<file path="config.mk">
export PLATFORM = sky130hd
export DESIGN_NAME = serial_4094_tx
export DESIGN_NICKNAME = d
export VERILOG_FILES = /design/src/rtl/serial_4094_tx_pkg.sv /design/src/rtl/serial_4094_tx.sv
export SDC_FILE = /design/constraint.sdc
export NUM_CORES = 1
export LEC_CHECK = 0
export ABC_AREA = 0
export ABC_CLOCK_PERIOD_IN_PS = 3700
export CAP_MARGIN = 30
export CORE_ASPECT_RATIO = 0.9
export CORE_MARGIN = 2
export CORE_UTILIZATION = 35
export DETAILED_ROUTE_END_ITERATION = 12
export DONT_BUFFER_PORTS = 1
export GPL_TIMING_DRIVEN = 0
export PLACE_DENSITY_LB_ADDON = 0.05
export SLEW_MARGIN = 20
export SYNTH_ARGS = -nofsm -noshare
export SYNTH_HDL_FRONTEND = slang
export SYNTH_SLANG_ARGS = --single-unit
</file>
<file path="constraint.sdc">
create_clock -name clk -period 3.7 [get_ports clk]
set_clock_uncertainty 0.1 [all_clocks]
set_input_delay 0.925 -clock clk [delete_from_list [all_inputs] [get_ports clk]]
set_output_delay 0.925 -clock clk [all_outputs]
set_load 0.005 [all_outputs]
</file>
<file path="src/rtl/serial_4094_tx_pkg.sv">
// rtl/serial_4094_tx_pkg.sv - shared types and defaults for the 4094 chain transmitter
//
// Purpose: state encoding, default chain geometry and a width helper shared by
// serial_4094_tx and anything that instantiates it.
// Ports: none (package).
package serial_4094_tx_pkg;

  // One 4094 per byte. Three devices on the board by default.
  localparam int DEFAULT_NUM_BYTES     = 3;
  localparam int DEFAULT_CLK_DIV       = 4;
  localparam int DEFAULT_STROBE_CYCLES = 2;

  typedef enum logic [2:0] {
    ST_IDLE     = 3'd0,
    ST_SHIFT_LO = 3'd1,
    ST_SHIFT_HI = 3'd2,
    ST_GUARD    = 3'd3,
    ST_STROBE   = 3'd4
  } state_e;

  // Serial word length for a chain of num_bytes devices.
  function automatic int chain_bits(input int num_bytes);
    return 8 * num_bytes;
  endfunction

endpackage

</file>
<file path="src/rtl/serial_4094_tx.sv">
// rtl/serial_4094_tx.sv - serial master driving the 4094 shift-register chain
//
// Purpose: loads a parallel word on start, shifts it MSB-first on sclk/mosi,
// pulses strobe to latch the 4094 outputs, and captures the chain's serial
// return on miso for readback in rdata.
// Ports:
//   clk     in   system clock
//   reset   in   asynchronous, active-high
//   start   in   transfer request, honoured only when idle
//   data    in   NBITS word, bit NBITS-1 shifted first
//   busy    out  transfer in progress
//   done    out  one-cycle completion pulse, rdata valid
//   rdata   out  captured return word, first captured bit in MSB
//   sclk    out  shift clock to GLB_4094_CLK, idles low
//   mosi    out  serial data to GLB_4094_DATA
//   strobe  out  latch pulse to GLB_4094_STROBE_CTL
//   miso    in   chain serial out from the last 4094
module serial_4094_tx
  import serial_4094_tx_pkg::*;
#(
  parameter int NUM_BYTES     = DEFAULT_NUM_BYTES,
  parameter int CLK_DIV       = DEFAULT_CLK_DIV,
  parameter int STROBE_CYCLES = DEFAULT_STROBE_CYCLES
) (
  input  logic                                clk,
  input  logic                                reset,
  input  logic                                start,
  input  logic [chain_bits(NUM_BYTES)-1:0]    data,
  output logic                                busy,
  output logic                                done,
  output logic [chain_bits(NUM_BYTES)-1:0]    rdata,
  output logic                                sclk,
  output logic                                mosi,
  output logic                                strobe,
  input  logic                                miso
);

  localparam int NBITS = chain_bits(NUM_BYTES);
  localparam int HW    = $clog2(CLK_DIV + 1);
  localparam int BW    = $clog2(NBITS + 1);
  localparam int SW    = $clog2(STROBE_CYCLES + 1);

  localparam logic [HW-1:0] HALF_LAST = HW'(CLK_DIV - 1);
  localparam logic [BW-1:0] BIT_LAST  = BW'(NBITS - 1);
  localparam logic [SW-1:0] STB_LAST  = SW'(STROBE_CYCLES - 1);

  state_e             state_q,    state_d;
  logic [HW-1:0]      half_cnt_q, half_cnt_d;
  logic [BW-1:0]      bit_cnt_q,  bit_cnt_d;
  logic [SW-1:0]      stb_cnt_q,  stb_cnt_d;
  logic [NBITS-1:0]   tx_sr_q,    tx_sr_d;
  logic [NBITS-1:0]   rx_sr_q,    rx_sr_d;
  logic [NBITS-1:0]   rdata_q,    rdata_d;
  logic               sclk_q,     sclk_d;
  logic               mosi_q,     mosi_d;
  logic               strobe_q,   strobe_d;
  logic               busy_q,     busy_d;
  logic               done_q,     done_d;

  always_comb begin
    state_d    = state_q;
    half_cnt_d = half_cnt_q;
    bit_cnt_d  = bit_cnt_q;
    stb_cnt_d  = stb_cnt_q;
    tx_sr_d    = tx_sr_q;
    rx_sr_d    = rx_sr_q;
    rdata_d    = rdata_q;
    sclk_d     = sclk_q;
    mosi_d     = mosi_q;
    strobe_d   = strobe_q;
    busy_d     = busy_q;
    done_d     = 1'b0;

    case (state_q)
      ST_IDLE: begin
        mosi_d = 1'b0;
        if (start) begin
          // The word is captured here, so later data changes cannot reach the wire.
          state_d    = ST_SHIFT_LO;
          tx_sr_d    = data;
          mosi_d     = data[NBITS-1];
          rx_sr_d    = '0;
          half_cnt_d = '0;
          bit_cnt_d  = '0;
          busy_d     = 1'b1;
        end
      end

      ST_SHIFT_LO: begin
        if (half_cnt_q == HALF_LAST) begin
          // mosi has been stable for a full half-period: raise sclk and take miso.
          half_cnt_d = '0;
          sclk_d     = 1'b1;
          rx_sr_d    = {rx_sr_q[NBITS-2:0], miso};
          state_d    = ST_SHIFT_HI;
        end else begin
          half_cnt_d = half_cnt_q + 1'b1;
        end
      end

      ST_SHIFT_HI: begin
        if (half_cnt_q == HALF_LAST) begin
          // mosi advances on the same edge sclk falls, keeping hold equal to setup.
          half_cnt_d = '0;
          sclk_d     = 1'b0;
          bit_cnt_d  = bit_cnt_q + 1'b1;
          if (bit_cnt_q == BIT_LAST) begin
            state_d = ST_GUARD;
          end else begin
            tx_sr_d = {tx_sr_q[NBITS-2:0], 1'b0};
            mosi_d  = tx_sr_q[NBITS-2];
            state_d = ST_SHIFT_LO;
          end
        end else begin
          half_cnt_d = half_cnt_q + 1'b1;
        end
      end

      ST_GUARD: begin
        if (half_cnt_q == HALF_LAST) begin
          half_cnt_d = '0;
          stb_cnt_d  = '0;
          strobe_d   = 1'b1;
          state_d    = ST_STROBE;
        end else begin
          half_cnt_d = half_cnt_q + 1'b1;
        end
      end

      ST_STROBE: begin
        if (stb_cnt_q == STB_LAST) begin
          strobe_d = 1'b0;
          done_d   = 1'b1;
          busy_d   = 1'b0;
          mosi_d   = 1'b0;
          rdata_d  = rx_sr_q;
          state_d  = ST_IDLE;
        end else begin
          stb_cnt_d = stb_cnt_q + 1'b1;
        end
      end

      default: begin
        state_d  = ST_IDLE;
        sclk_d   = 1'b0;
        mosi_d   = 1'b0;
        strobe_d = 1'b0;
        busy_d   = 1'b0;
      end
    endcase
  end

  // Reset drops every line at once; the 4094 latches keep their old outputs
  // because strobe is never raised for a partial word.
  always_ff @(posedge clk or posedge reset) begin
    if (reset) begin
      state_q    <= ST_IDLE;
      half_cnt_q <= '0;
      bit_cnt_q  <= '0;
      stb_cnt_q  <= '0;
      tx_sr_q    <= '0;
      rx_sr_q    <= '0;
      rdata_q    <= '0;
      sclk_q     <= 1'b0;
      mosi_q     <= 1'b0;
      strobe_q   <= 1'b0;
      busy_q     <= 1'b0;
      done_q     <= 1'b0;
    end else begin
      state_q    <= state_d;
      half_cnt_q <= half_cnt_d;
      bit_cnt_q  <= bit_cnt_d;
      stb_cnt_q  <= stb_cnt_d;
      tx_sr_q    <= tx_sr_d;
      rx_sr_q    <= rx_sr_d;
      rdata_q    <= rdata_d;
      sclk_q     <= sclk_d;
      mosi_q     <= mosi_d;
      strobe_q   <= strobe_d;
      busy_q     <= busy_d;
      done_q     <= done_d;
    end
  end

  assign busy   = busy_q;
  assign done   = done_q;
  assign rdata  = rdata_q;
  assign sclk   = sclk_q;
  assign mosi   = mosi_q;
  assign strobe = strobe_q;

endmodule
</file>
==> qor.yml <==
timing:
  whs_ps: 327
  setup_viol: 0
  tns_ps: 0
  fin_crit_ps: 1980
  fmax_mhz: 505
  worst_slew_pin_slew_ps: 734
  period_share_pct: 53.5
  hold_viol_final: 0
  rsz0062_at_grt: "no"
  max-slew-margin-rel_pct: 51.0
  slew_viol_final: 0
final_layout:
  fill_cells: 1136
  final_util_pct: 40.0
  drive_above_1_share_pct: 22.5
  num_antenna_cells: 0
  multiInputGateArea_sq_um: 1600
  seq_area_sq_um: 2230
  syn2layout_area_growth_pct: 12.6
  nets: 404
cts:
  cts_buffers: 9
  tritoncts: "yes"
  htree_levels: 3
  post_cts_buffers: 0
  ctsRootBufferMaster: "clkbuf_16"
  cts.clk_slew.worst_paths_ps: 70
  cts.repair.resized: 0
  clkSinkCount: 89
  hold_buffers: 0
  insertion_delay_ps: 340
  clockBufferDepth: 2
synthesis:
  yosys.area.top_type: "dfrtp_1"
  ys_types: 37
  syn_area_per_cell_sq_um: 11.1
  yosys_warnings: 0
  yosysMostFrequentCell: "dfrtp_1"
  synth-seq-cells: 89
  synth_nets: 392
  synth_area_leaders: "dfrtp_1, mux2_2, mux2i_1, nand2_1, a21oi_2"
  ys_seq_area_share_pct: 55.6
  synth_edf_count: 0
  ys_async_sr_fraction_pct: 100
  synth_flop_cell: "dfrtp_1"
  synth_top_area_share_pct: 55.6
  synth_common_cells: "dfrtp_1, nand2_1, o21ai_0"
  synth_area_sq_um: 4010
  synth_cells: 361
floorplan:
  coreArea_sq_um: 11300
  die-area_sq_um: 12300
  io_pins: 57
  initial_core_util_pct: 35.5
  rows: 37
  die_w_um: 117
  die_h_um: 106
route:
  wl_mm: 8.36
  dr.first_iter.drc_count: 136
  first_pass_iters: 4
  wl_per_cell_um: 15.7
  post-route-drc-count: 0
  ant_nets: 0
  vias: 2655
  viasPerCell: 4.97
critical_path:
  reg2regPathDepth: 7
  crit_slowest_cell: "dfrtp_1"
  crit_family: "buffers and inverters"
  endpoint_kind: "flip-flop"
  path_cells: "ha_1 -> nor2b_1 -> buf_2 -> a31o_4 -> clkbuf_1 -> a21oi_1 -> a21oi_2"
  critPathKind: "flip-flop to flip-flop"
  critPathBufInv: 2
  start_kind: "flip-flop"
  worst-path-stages: 7
  crit_required_ps: 3870
  worst-path-max-fanout: 10
  cp.arrival_ps: 2150
  max_stage_delay_ps: 360
pwr:
  cellPowerDensity_nw_per_um2: 748
  leakagePower_nw: 2.01
  irDropWorstVdd_mv: 0.307
global_routing:
  gr-usage-met3_pct: 4.83
  use_met2_pct: 22.5
  overflow: 0
  grtUsageMet1_pct: 20.1
  grt_max_degree: 57
  antenna_found_initial: 0
  grt_pass1_wl_mm: 14.3
  grt_usage_pct: 14.9
  grt_pass1_vias: 2713
  top_usage_layer: "met2"
place:
  portBuffers: 0
  post-dp-hpwl_mm: 5.56
  place.gp.congestion: 0.699
run:
  cap_violations: 0
min_path:
  min_path_type: "input pin to async pin"
run_status:
  outcome: "finished, final reports clean"
==> layer usage <==
layer	vias to the layer above	routed length [um]	share of wire, %
li1	1273	-	-
met1	1327	3890	47
met2	47	3930	47
met3	8	425	5.1
met4	0	116	1.4
met5	-	0	0
==> per-stage QoR <==
stage	area [sq um]	total power, mW	std cells	worst slack (ps)
floorplan	4010	2.26	361	368
global placement	4200	2.53	517	-876
detailed placement	4230	2.55	518	1420
CTS	4510	3.43	534	1700
global route	4510	3.66	534	1500
finish	4510	3.37	534	1720
==> registers in the layout (all words and copies together), names as in the netlist <==
signal / flops
half_cnt_q: 3
bit_cnt_q: 5
stb_cnt_q: 2
sclk: 1
rdata: 24
strobe: 1
busy: 1
mosi: 1
rx_sr_q: 24
tx_sr_q: 23
done: 1
state_q: 3
==> layout make-up <==
type / instances / area share, %
Inverter: 9 / 0.859
Sequential cell: 89 / 49.3
Multi-Input combinational cell: 238 / 35.3
Timing Repair Buffer: 1 / 0.610
Buffer: 25 / 3.33
Tap cell: 156 / 4.32
Clock inverter: 6 / 1.11
Clock buffer: 10 / 5.07
==> layout by cell type (no fill, tap or decap), types with 2 or more instances in the layout <==
| cell | Yosys | routed |
|---|---|---|
| o21ai_1 | 4 | 4 |
| clkbuf_16 | 0 | 9 |
| a22o_1 | 2 | 2 |
| buf_6 | 5 | 5 |
| mux2_2 | 26 | 26 |
| nor3_1 | 9 | 9 |
| o21ai_0 | 34 | 34 |
| clkbuf_1 | 8 | 9 |
| a21oi_1 | 30 | 30 |
| nor2b_1 | 4 | 4 |
| clkinvlp_4 | 0 | 2 |
| nand4_1 | 3 | 3 |
| inv_6 | 0 | 4 |
| nor2_1 | 4 | 4 |
| buf_4 | 2 | 2 |
| ha_1 | 3 | 3 |
| buf_2 | 9 | 9 |
| mux2i_1 | 26 | 26 |
| inv_1 | 9 | 8 |
| a21oi_2 | 20 | 20 |
| dfrtp_1 | 89 | 89 |
| nand2_1 | 56 | 56 |
==> power breakdown <==
part | internal, mW | leakage (nW) | switching [mW]
logic | 0.445 | 0.736 | 0.718
registers | 1.19 | 1.14 | 0.154
clock network | 0.464 | 0.130 | 0.400
==> logic make-up (layout without fill, tap and decap cells) <==
kind of cell / count (synthesis) / in the layout / share of synthesized area, %
flip-flops: 89 / 89 / 55.6
AND/OR/NAND/NOR: 86 / 86 / 10.2
AO/OA/AOI/OAI: 97 / 97 / 14.9
multiplexers: 52 / 52 / 13.8
adder cells (fa/ha/maj): 3 / 3 / 0.937
buffers and inverters: 34 / 51 / 4.59
==> final timing paths <==
path / start / to / slack [ps]
worst max-delay path: half_cnt_q[0]$_DFFE_PP0P_ / tx_sr_q[4]$_DFFE_PP0P_ / 1720
worst min-delay path: reset / tx_sr_q[7]$_DFFE_PP0P_ / 330
worst max register to register: half_cnt_q[0]$_DFFE_PP0P_ / tx_sr_q[4]$_DFFE_PP0P_ / 1720
worst min register to register: rx_sr_q[23]$_DFFE_PP0P_ / rx_sr_q[23]$_DFFE_PP0P_ / 390
max in group asynchronous: reset / rdata[3]$_DFFE_PP0P_ / 2590
min in group clk: rx_sr_q[23]$_DFFE_PP0P_ / rx_sr_q[23]$_DFFE_PP0P_ / 390
Note: power is estimated with default switching activity, not from simulation.
